$ cat src/rtl/rr_decoder_arbiter.sv
`default_nettype none
// ------------------------------------------------------------------
// rr_decoder_arbiter : round-robin arbiter with one-hot decoded grant
// Revision: 1.0
// ------------------------------------------------------------------
module rr_decoder_arbiter #(
  parameter int N   = 2,
  parameter int TMO = 8,
  parameter int TW  = 4
) (
  input  logic              clk,
  input  logic              rst_n,
  input  logic [2**N-1:0]   req,
  input  logic              done,
  output logic [N-1:0]      gnt_idx,
  output logic              gnt_en,
  output logic [0:2**N-1]   gnt,
  output logic              busy,
  output logic              tmo
);

  localparam int NR = 2**N;
  localparam logic [0:0] S_IDLE  = 1'b0;
  localparam logic [0:0] S_GRANT = 1'b1;

  logic [0:0]    r_state, w_state_nxt;
  logic [N-1:0]  r_ptr, w_ptr_nxt;
  logic [N-1:0]  r_idx, w_idx_nxt;
  logic [TW-1:0] r_cnt, w_cnt_nxt;
  logic          r_tmo, w_tmo_nxt;
  logic [N-1:0]  w_winner;
  logic          w_any, w_drop, w_wd, w_release;

  // Scan from the highest offset down so the offset closest to ptr wins.
  always_comb begin
    w_winner = r_ptr;
    w_any    = |req;
    for (int k = NR - 1; k >= 0; k--) begin
      if (req[r_ptr + N'(k)]) w_winner = r_ptr + N'(k);
    end
  end

  assign w_drop    = ~req[r_idx];
  assign w_wd      = (r_cnt == TW'(TMO));
  assign w_release = done | w_drop | w_wd;

  always_ff @(posedge clk or negedge rst_n) begin
    if (!rst_n) begin
      r_state <= S_IDLE;
      r_ptr   <= '0;
      r_idx   <= '0;
      r_cnt   <= '0;
      r_tmo   <= 1'b0;
    end else begin
      r_state <= w_state_nxt;
      r_ptr   <= w_ptr_nxt;
      r_idx   <= w_idx_nxt;
      r_cnt   <= w_cnt_nxt;
      r_tmo   <= w_tmo_nxt;
    end
  end

  always_comb begin
    w_state_nxt = r_state;
    w_ptr_nxt   = r_ptr;
    w_idx_nxt   = r_idx;
    w_cnt_nxt   = r_cnt;
    w_tmo_nxt   = 1'b0;
    case (r_state)
      S_IDLE: begin
        if (w_any) begin
          w_state_nxt = S_GRANT;
          w_idx_nxt   = w_winner;
          w_cnt_nxt   = TW'(1);
        end
      end
      S_GRANT: begin
        if (w_release) begin
          w_state_nxt = S_IDLE;
          w_ptr_nxt   = r_idx + N'(1);
          w_cnt_nxt   = '0;
          // Watchdog pulse only when no voluntary release shares the edge.
          w_tmo_nxt   = w_wd & ~done & ~w_drop;
        end else if (!w_wd) begin
          w_cnt_nxt = r_cnt + TW'(1);
        end
      end
      default: w_state_nxt = S_IDLE;
    endcase
  end

  always_comb begin
    gnt_en  = (r_state == S_GRANT);
    busy    = gnt_en;
    gnt_idx = r_idx;
    tmo     = r_tmo;
  end

  generate
    for (genvar i = 0; i < NR; i++) begin : g_dec
      assign gnt[i] = gnt_en & (r_idx == N'(i));
    end
  endgenerate

endmodule
`default_nettype wire
$ cat config.mk
export PLATFORM = sky130hd
export DESIGN_NAME = rr_decoder_arbiter
export DESIGN_NICKNAME = d
export VERILOG_FILES = /design/src/rtl/rr_decoder_arbiter.sv
export SDC_FILE = /design/constraint.sdc
export NUM_CORES = 1
export LEC_CHECK = 0
export ABC_AREA = 1
export CAP_MARGIN = 20
export CORE_AREA = 2 2 44 46
export DETAILED_ROUTE_END_ITERATION = 10
export DIE_AREA = 0 0 46 48
export PLACE_DENSITY = 0.8
export SLEW_MARGIN = 20
export SYNTH_ARGS = -nofsm -noshare
export SYNTH_HDL_FRONTEND = slang
export SYNTH_SLANG_ARGS = --single-unit
$ cat constraint.sdc
create_clock -name clk -period 1.7 [get_ports clk]
set_input_delay 0.34 -clock clk [delete_from_list [all_inputs] [get_ports clk]]
set_output_delay 0.34 -clock clk [all_outputs]
set_load 0.02 [all_outputs]
* Yosys cells after proc, flatten, opt, wreduce, memory -nomap -nowiden *
Cells that the tools add are included.

cells by class
  magnitude comparators = 5
  multiplexer cells = 23
  bitwise gates (word level) = 11
  reduce and logical (&&, ||, !) cells = 5
  add/subtract/negate cells = 5
  equality and inequality tests = 6

operators with widths
  cell                   number
  $lt A2 B3 Y1 const B   5
  $mux W4                3
  $bmux W1 S2            5
  $mux W1                9
  $mux W2                4
  $pmux W4 S2            1
  $and A1 B1 Y1          6
  $reduce_and A2 Y1      3
  $add A2 B1 Y2 const B  2
  $add A2 B2 Y2 const B  2
  $add A4 B1 Y4 const B  1
  $eq A2 B2 Y1 const B   2
  $eq A4 B4 Y1 const B   1
  $reduce_or A4 Y1       1
  $ne A3 B2 Y1 const B   1
  $not A1 Y1             3
  $eq A2 B1 Y1 const B   1
  $logic_not A2 Y1       1
  $ne A2 B2 Y1 const B   1
  $or A1 B1 Y1           2
  $pmux W1 S2            1

storage, ports and cells
  register bits after elaboration = 10
  output and inout port bits = 9
  bits of input ports = 7

* Longest topological paths before layout *
Gate-level depths: netlist (run 1).

  word-level depth = 7
  depth in mapped cells = 12
  mapped depth without buffers = 12

* Worst setup path after synthesis (run 1) *
No wires, ideal clock.

  kind = register to register
  from = register r_idx[0], in the netlist gnt_idx[0]
  to = register r_ptr[1]
  slack = 351 ps
  arrival time = 1,232 ps
  stages on the path, launching flop included = 10
  path buffers = 0
  path through = dfrtp_1 > inv_2 > a21oi_1 > o21ai_1 > a21oi_2 > nand2_1 > nand2_2 > inv_2 > nand2_1 > nand2_1

between the ends
  longest elaborated chain between the ends = 6
  elaborated cells between the ends (all ways) = 7
  classes of those cells = add/sub: 1; mux: 2; bitwise: 3; reduce/logical: 1

RTL lines
  what                           line  RTL
  start: declaration             28    logic [N-1:0] r_idx, w_idx_nxt;
  start signal: assignment       57    r_idx <= w_idx_nxt;
  $bmux W1 S2                    43    assign w_drop = ~req[r_idx];
  $mux W1 (implied by the code)  43
  $not A1 Y1                     43
  $or A1 B1 Y1 (2 in series)     45    assign w_release = done | w_drop | w_wd;
  $reduce_and A2 Y1 (no line)    n/a
  end signal: assignment         56    r_ptr <= w_ptr_nxt;
  end: declaration               27    logic [N-1:0] r_ptr, w_ptr_nxt;

Several ways; a longest one is shown, not always the timed one. The select of a mux whose other input is x is not followed.
A chain may end at the register's enable or synchronous reset.

* Final worst setup path (run 1) *
  from = register r_idx[1], in the netlist gnt_idx[1]
  to = output gnt[3] (netlist name)

between the ends
  longest elaborated chain between the ends = 2

RTL lines
  what              line  RTL
  $eq A2 B2 Y1      101   assign gnt[i] = gnt_en & (r_idx == N'(i));
  $and A1 B1 Y1     101
  end: declaration  17    output logic [0:2**N-1] gnt,

Every way passes these cells.

==> results.json, run 1 <==
{
  "synth_ff_type": "sky130_fd_sc_hd__dfrtp_1",
  "cts_made_buffers": 3,
  "drt_wl_total_mm": 1.61,
  "pre_cts_slack_ns": -0.0475,
  "setup.worst_path.start_class": "flip-flop",
  "synth_xor_area_frac": 0.0225,
  "synth-edff-count": 0,
  "slew-limit-headroom": 0.711,
  "cts_sinks": 10,
  "synth.area.top_cells": "sky130_fd_sc_hd__dfrtp_1 (32%), sky130_fd_sc_hd__nand2_1 (21%), sky130_fd_sc_hd__ha_1 (9.7%)",
  "switch_pwr_uw": 852,
  "cpLargestDelayFamily": "flip-flops",
  "htree_levels": 1,
  "core_footprint_mm2": 0.00169,
  "effective_utilization_at_floorplan": 0.460,
  "critical_path_arrival_ns": 1.26,
  "drt_drc_violations_left": 0,
  "grt_pass1_vias": 642,
  "worstMarginPinSlew_ns": 0.432,
  "synth_adder_area_share": 0.0966,
  "synth_area_in_compound_gates": 0.0998,
  "grt_max_degree": 12,
  "drive_gt1_frac": 0.121,
  "hold_class": "in2async",
  "synth_cell_type_count": 19,
  "p_int_uw": 859,
  "report.power.total_uw": 1710,
  "route.detailed.wl_per_inst_um": 10.2,
  "powerDensity_mw_per_mm2": 1740,
  "synthesis.area_per_instance_um2": 6.47,
  "skew_ns": 0.000870,
  "max-clock-path-buffers": 2,
  "slowest_delay_ns": 0.41,
  "overflow": 0,
  "critical_path_required_time_ns": 1.36,
  "avgViaCountPerCell": 4.95,
  "areaGrowthSynthToFinish_pct": 26.9,
  "power.clock.fraction": 0.092,
  "synth.yosys.seq_area_share": 0.322,
  "critical_path_peak_fanout": 4,
  "numPortBuffers": 15,
  "final_net_count": 156,
  "drv_cap": 0,
  "antenna_violations_before_repair": 0,
  "dr.pass1.iters": 4,
  "floorplan.die.height_um": 48,
  "ys_top_cells_by_count": "sky130_fd_sc_hd__nand2_1 (43), sky130_fd_sc_hd__inv_1 (20), sky130_fd_sc_hd__dfrtp_1 (10), sky130_fd_sc_hd__nand3_1 (10), sky130_fd_sc_hd__nor2_1 (7)",
  "p_sw_frac": 0.498,
  "layout_setup_ws_ns": 0.104,
  "ys.warnings.count": 0,
  "crit_chain": "ha_1 -> nand2_1 -> inv_1 -> dlygate4sd2_1",
  "timing.critical_path.slowest_stage_cell": "sky130_fd_sc_hd__dfrtp_1",
  "final.period_utilization": 0.939,
  "final_wtd_congestion": 0.766,
  "die_w_um": 46,
  "grt_util_all_layers": 0.171,
  "netlist_instances": 120,
  "timing.final.max_slew_violations": 0,
  "drt_iter0_drc": 14,
  "antenna_violating_nets_left": 0,
  "cts_tree": "yes",
  "rsz0062_at_grt": "false",
  "clk_transition_reported_paths_ns": 0.06,
  "setup-violations-final": 0,
  "simple_gate_portion_of_the_synthesized_area": 0.322,
  "synth_top_family_by_area": "simple AND/OR/NAND/NOR gates",
  "ir_worst_vdd_mv": 0.888,
  "run_status": "complete, no violations",
  "critPathBufInv": 2,
  "asyncSetResetFlopFracSynth": 1.00,
  "cellLeakagePower_uw": 0.000598,
  "endpoint_kind": "output port",
  "final.min_clock_period_ns": 1.60,
  "synth_area_um2": 777,
  "synthMuxAreaShare": 0,
  "area_enclosed_by_the_die_boundary_mm2": 0.00221,
  "clockRootBuffer": "sky130_fd_sc_hd__clkbuf_4",
  "insertion_delay_ns": 0.26,
  "std_cell_rows": 15,
  "comb_power_share": 0.656,
  "route.vias.total": 782,
  "finalHoldViolations": 0,
  "fmax_ghz": 0.627,
  "startpoint_to_endpoint_class_of_the_critical_path": "reg2out",
  "seqPwrFrac": 0.252,
  "synth_nets": 133,
  "hpwl_after_dpl_mm": 1.29,
  "synth_top_area_share": 0.322,
  "design.portCount": 16,
  "yosysMostFrequentCell": "sky130_fd_sc_hd__nand2_1",
  "antenna_cells": 0,
  "synth_largest_area_cell": "sky130_fd_sc_hd__dfrtp_1",
  "synth.ff_latch_count": 10,
  "grt_pass1_wl_mm": 2.59
}
[per-layer routing]
layer  share of wire  up-vias  global-route usage
li1                -      412                   -
met1            0.45      342               0.192
met2            0.47       25               0.292
met3           0.072        3              0.0528
met4           0.010        0              0.0857
met5               0        -                   0
[cells by family (layout without fill, tap and decap cells)]
family	Yosys count	after routing
AND/OR/NAND/NOR	62	62
buffers and inverters	26	47
AO/OA/AOI/OAI	14	14
flip-flops	10	10
adder cells (fa/ha/maj)	6	6
XOR/XNOR	2	2
[power groups by stage]
stage	Sequential [uW]	Combinational, uW	Clock (uW)
6_report	432	1120	157
4_1_cts	432	1140	160
3_3_place_gp	443	1110	0
5_1_grt	453	1270	177
2_1_floorplan	446	763	0
3_5_place_dp	449	1130	0
[sequential cells by signal, indices dropped and copies added, names as in the netlist]
signal   flops
r_ptr        2
r_cnt        4
tmo          1
busy         1
gnt_idx      2
[metrics by stage]
stage	area, um2	utilization	instances	hold WS, ns	TNS (ns)
floorplan	777	-	120	0.0444	0
global placement	966	0.572	154	0.526	0
detailed placement	966	0.572	154	0.530	-0.175
CTS	990	0.586	158	0.399	0
global route	986	0.584	158	0.418	0
finish	986	0.584	158	0.384	0
[final cells by class]
cell class	instances	area, um2
Timing Repair Buffer	21	185
Inverter	23	86.3
Fill cell	152	703
Clock buffer	3	22.5
Tap cell	17	21.3
Sequential cell	10	250
Multi-Input combinational cell	84	420
[cells in the final DEF (no fill, tap or decap)]
cell	netlist	routed
sky130_fd_sc_hd__dlymetal6s2s_1	0	3
sky130_fd_sc_hd__xor2_1	1	1
sky130_fd_sc_hd__o21ai_0	3	3
sky130_fd_sc_hd__nand2_2	1	1
sky130_fd_sc_hd__dfrtp_1	10	10
sky130_fd_sc_hd__inv_1	20	20
sky130_fd_sc_hd__inv_2	3	3
sky130_fd_sc_hd__a21oi_1	4	4
sky130_fd_sc_hd__nand4_1	1	1
sky130_fd_sc_hd__xnor2_1	1	1
sky130_fd_sc_hd__clkdlybuf4s50_1	0	7
sky130_fd_sc_hd__nand3_1	10	10
sky130_fd_sc_hd__nand2_1	43	43
sky130_fd_sc_hd__o21ai_1	3	3
sky130_fd_sc_hd__buf_4	2	6
sky130_fd_sc_hd__a31oi_1	1	1
sky130_fd_sc_hd__dlygate4sd2_1	0	2
sky130_fd_sc_hd__nor2_1	7	7
sky130_fd_sc_hd__a21oi_2	1	1
sky130_fd_sc_hd__ha_1	6	6
sky130_fd_sc_hd__clkbuf_2	0	1
sky130_fd_sc_hd__buf_2	1	2
sky130_fd_sc_hd__clkbuf_4	0	3
sky130_fd_sc_hd__o22ai_1	2	2
[path summary, 6_finish.rpt]
check / start / to / slack (ns) / cells after the start
setup / recovery: gnt_idx[1] / gnt[3] / 0.10 / 4
hold / removal: rst_n / r_cnt[3] / 0.38 / 1
setup reg to reg: gnt_idx[0] / r_cnt[1] / 0.17 / 7
hold reg to reg: r_cnt[3] / r_cnt[3] / 0.54 / 2
max in group asynchronous: rst_n / gnt_idx[1] / 1.02 / 1
min in group clk: r_cnt[3] / r_cnt[3] / 0.54 / 2
[timing repair]
| action | in CTS | in global routing |
|---|---|---|
| hold endpoints to repair | 0 | 0 |
| setup endpoints to repair | 5 | 5 |
| setup buffers | 1 | 0 |
| resized for setup | 11 | 5 |
| pin swaps | 0 | 0 |
| hold buffers | 0 | 0 |
(Power assumes the default switching activity.)
==> run 2, diff against run 1 <==
--- a/config.mk
+++ b/config.mk
@@ -7,10 +7,10 @@
 export LEC_CHECK = 0
 export ABC_AREA = 1
 export CAP_MARGIN = 20
-export CORE_AREA = 2 2 44 46
+export CORE_AREA = 2 2 43 45
 export DETAILED_ROUTE_END_ITERATION = 10
-export DIE_AREA = 0 0 46 48
-export PLACE_DENSITY = 0.8
+export DIE_AREA = 0 0 45 47
+export PLACE_DENSITY = 0.83
 export SLEW_MARGIN = 20
 export SYNTH_ARGS = -nofsm -noshare
 export SYNTH_HDL_FRONTEND = slang
==> run 2 against run 1 <==
  * Critical path type unchanged
  * Largest power group unchanged
  * First-iteration DRC count increased by 36%
  * Critical endpoint unchanged
  * Largest cell class unchanged
  * Cell area grew 0.38%
  * Combinational power is essentially flat
  * Maximum frequency down 1.5%
==> results.json, run 2 (synthesized netlist as in run 1, its figures left out) <==
{
  "run_status": "complete, no violations",
  "final_wtd_congestion": 0.800,
  "design.portCount": 16,
  "core_footprint_mm2": 0.00165,
  "stdcell_count": 158,
  "final.min_clock_period_ns": 1.62,
  "finalHoldViolations": 0,
  "critical_path_peak_fanout": 4,
  "cts_tree": "yes",
  "cts_sinks": 10,
  "antenna_violating_nets_left": 0,
  "largest-register": "r_cnt",
  "powerDensity_mw_per_mm2": 1820,
  "setup.worst_path.start_class": "flip-flop",
  "floorplan.die.height_um": 47,
  "grt.met2_usage": 0.374,
  "grt.met1_usage": 0.224,
  "final_cell_mix": "sky130_fd_sc_hd__nand2_1 (43), sky130_fd_sc_hd__inv_1 (19), sky130_fd_sc_hd__nand3_1 (9)",
  "area_enclosed_by_the_die_boundary_mm2": 0.00212,
  "p_int_uw": 891,
  "startpoint_to_endpoint_class_of_the_critical_path": "reg2out",
  "layout_setup_ws_ns": 0.0802,
  "die_w_um": 45,
  "worstMarginPinSlew_ns": 0.435,
  "critical_path_arrival_ns": 1.28,
  "dr.pass1.iters": 5,
  "power.clock.fraction": 0.122,
  "largest_register_ff_count": 4,
  "finalSetupTns_ns": 0,
  "crit_path_start": "gnt_idx[0]",
  "grt_util_all_layers": 0.212,
  "avgViaCountPerCell": 5.28,
  "final_net_count": 155,
  "cts_made_buffers": 3,
  "numPortBuffers": 15,
  "critical_path_required_time_ns": 1.36,
  "fmax_ghz": 0.617,
  "switch_pwr_uw": 911,
  "std_cell_rows": 15,
  "grt.busiest_layer": "met2",
  "areaGrowthSynthToFinish_pct": 27.4,
  "hpwl_after_dpl_mm": 1.45,
  "effective_utilization_at_floorplan": 0.470,
  "r2r_setup_slack_ns": 0.16,
  "timing.final.max_slew_violations": 0,
  "slew-limit-headroom": 0.709,
  "max-clock-path-buffers": 2,
  "hold_class": "in2async",
  "antenna_violations_before_repair": 0,
  "insertion_delay_ns": 0.27,
  "pre_cts_slack_ns": -0.0866,
  "timing.critical_path.slowest_stage_cell": "sky130_fd_sc_hd__dfrtp_1",
  "skew_ns": 0.00416,
  "postLayoutCoreUtil": 0.599,
  "grt_pass1_wl_mm": 3.10,
  "htree_levels": 1,
  "route.vias.total": 835,
  "clockRootBuffer": "sky130_fd_sc_hd__clkbuf_4",
  "drt_drc_violations_left": 0,
  "drt_iter0_drc": 19,
  "seqPwrFrac": 0.253,
  "drt_wl_total_mm": 1.93,
  "slowest_delay_ns": 0.42,
  "place_inst": 154,
  "grt_max_degree": 12,
  "grt.met3_usage": 0.0577,
  "comb_power_share": 0.625,
  "crit_chain": "ha_1 -> nand2_1 -> inv_1 -> clkdlybuf4s15_1",
  "drv_cap": 0,
  "p_sw_frac": 0.506,
  "cts.repair_timing.setup_buffer_count": 0,
  "final_common_cell": "sky130_fd_sc_hd__nand2_1",
  "rsz0062_at_grt": "false",
  "route.detailed.wl_per_inst_um": 12.2,
  "overflow": 0,
  "antenna_cells": 0,
  "cellLeakagePower_uw": 0.000571,
  "critical_path.reg2reg.startpoint": "gnt_idx[0]",
  "endpoint_kind": "output port",
  "grt_pass1_vias": 740,
  "drive_gt1_frac": 0.149,
  "ir_worst_vdd_mv": 0.806,
  "cts_hold_buffers": 0,
  "setup-violations-final": 0,
  "final.period_utilization": 0.953,
  "clk_transition_reported_paths_ns": 0.07
}
[run 2: worst paths after layout]
check	to	cells past startpoint
max in group asynchronous	gnt_idx[1]	1
worst max-delay path	gnt[3]	4
worst max register to register	r_ptr[0]	8
min in group clk	r_cnt[3]	2
worst min register to register	r_cnt[3]	2
worst min-delay path	r_cnt[1]	1
[run 2: layout make-up]
| class | instances | area, um2 |
|---|---|---|
| fill | 148 | 662 |
| multi-input combinational | 84 | 425 |
| sequential | 10 | 253 |
| timing repair buffer | 20 | 168 |
| inverter | 23 | 86.3 |
| clock buffer | 4 | 36.3 |
| tap | 17 | 21.3 |
[run 2: power groups by stage]
| stage | Clock (uW) | Combinational (uW) | Sequential (uW) |
|---|---|---|---|
| 3_3_place_gp | 0 | 1110 | 441 |
| 4_1_cts | 225 | 1140 | 448 |
| 5_1_grt | 240 | 1280 | 467 |
| 2_1_floorplan | 0 | 763 | 446 |
| 3_5_place_dp | 0 | 1170 | 451 |
| 6_report | 219 | 1130 | 456 |
[run 2: timing repair]
item	CTS	global route
pin swaps	0	0
cloned	0	0
setup endpoints to repair	8	7
gates resized for setup	15	7
[run 2: metrics by stage]
step	power [uW]	area (um2)	hold WS [ns]
3_3_place_gp	1550	966	0.523
2_1_floorplan	1210	777	0.0444
4_1_cts	1810	1000	0.383
6_report	1800	990	0.370
5_1_grt	1980	990	0.407
3_5_place_dp	1620	966	0.552
[run 2: critical path, delay by kind of cell (launching register included)]
family	cells	cell delay (ns)
DFF	1	0.42
adders and majority gates	1	0.22
and+or+nand+nor	1	0.06
buffers and inverters	2	0.31
[run 2: per-layer routing]
metal,vias to the layer above,part of all wire
met2,49,0.51
li1,413,-
met3,11,0.080
met4,0,0.035
met5,-,0
met1,362,0.37
==> run 3, diff against run 2 <==
--- a/config.mk
+++ b/config.mk
@@ -8,6 +8,7 @@
 export ABC_AREA = 1
 export CAP_MARGIN = 20
 export CORE_AREA = 2 2 43 45
+export CTS_CLUSTER_SIZE = 30
 export DETAILED_ROUTE_END_ITERATION = 10
 export DIE_AREA = 0 0 45 47
 export PLACE_DENSITY = 0.83
==> results of run 3 <==
No change in the layout: final DEF, timing and power equal those of run 2.
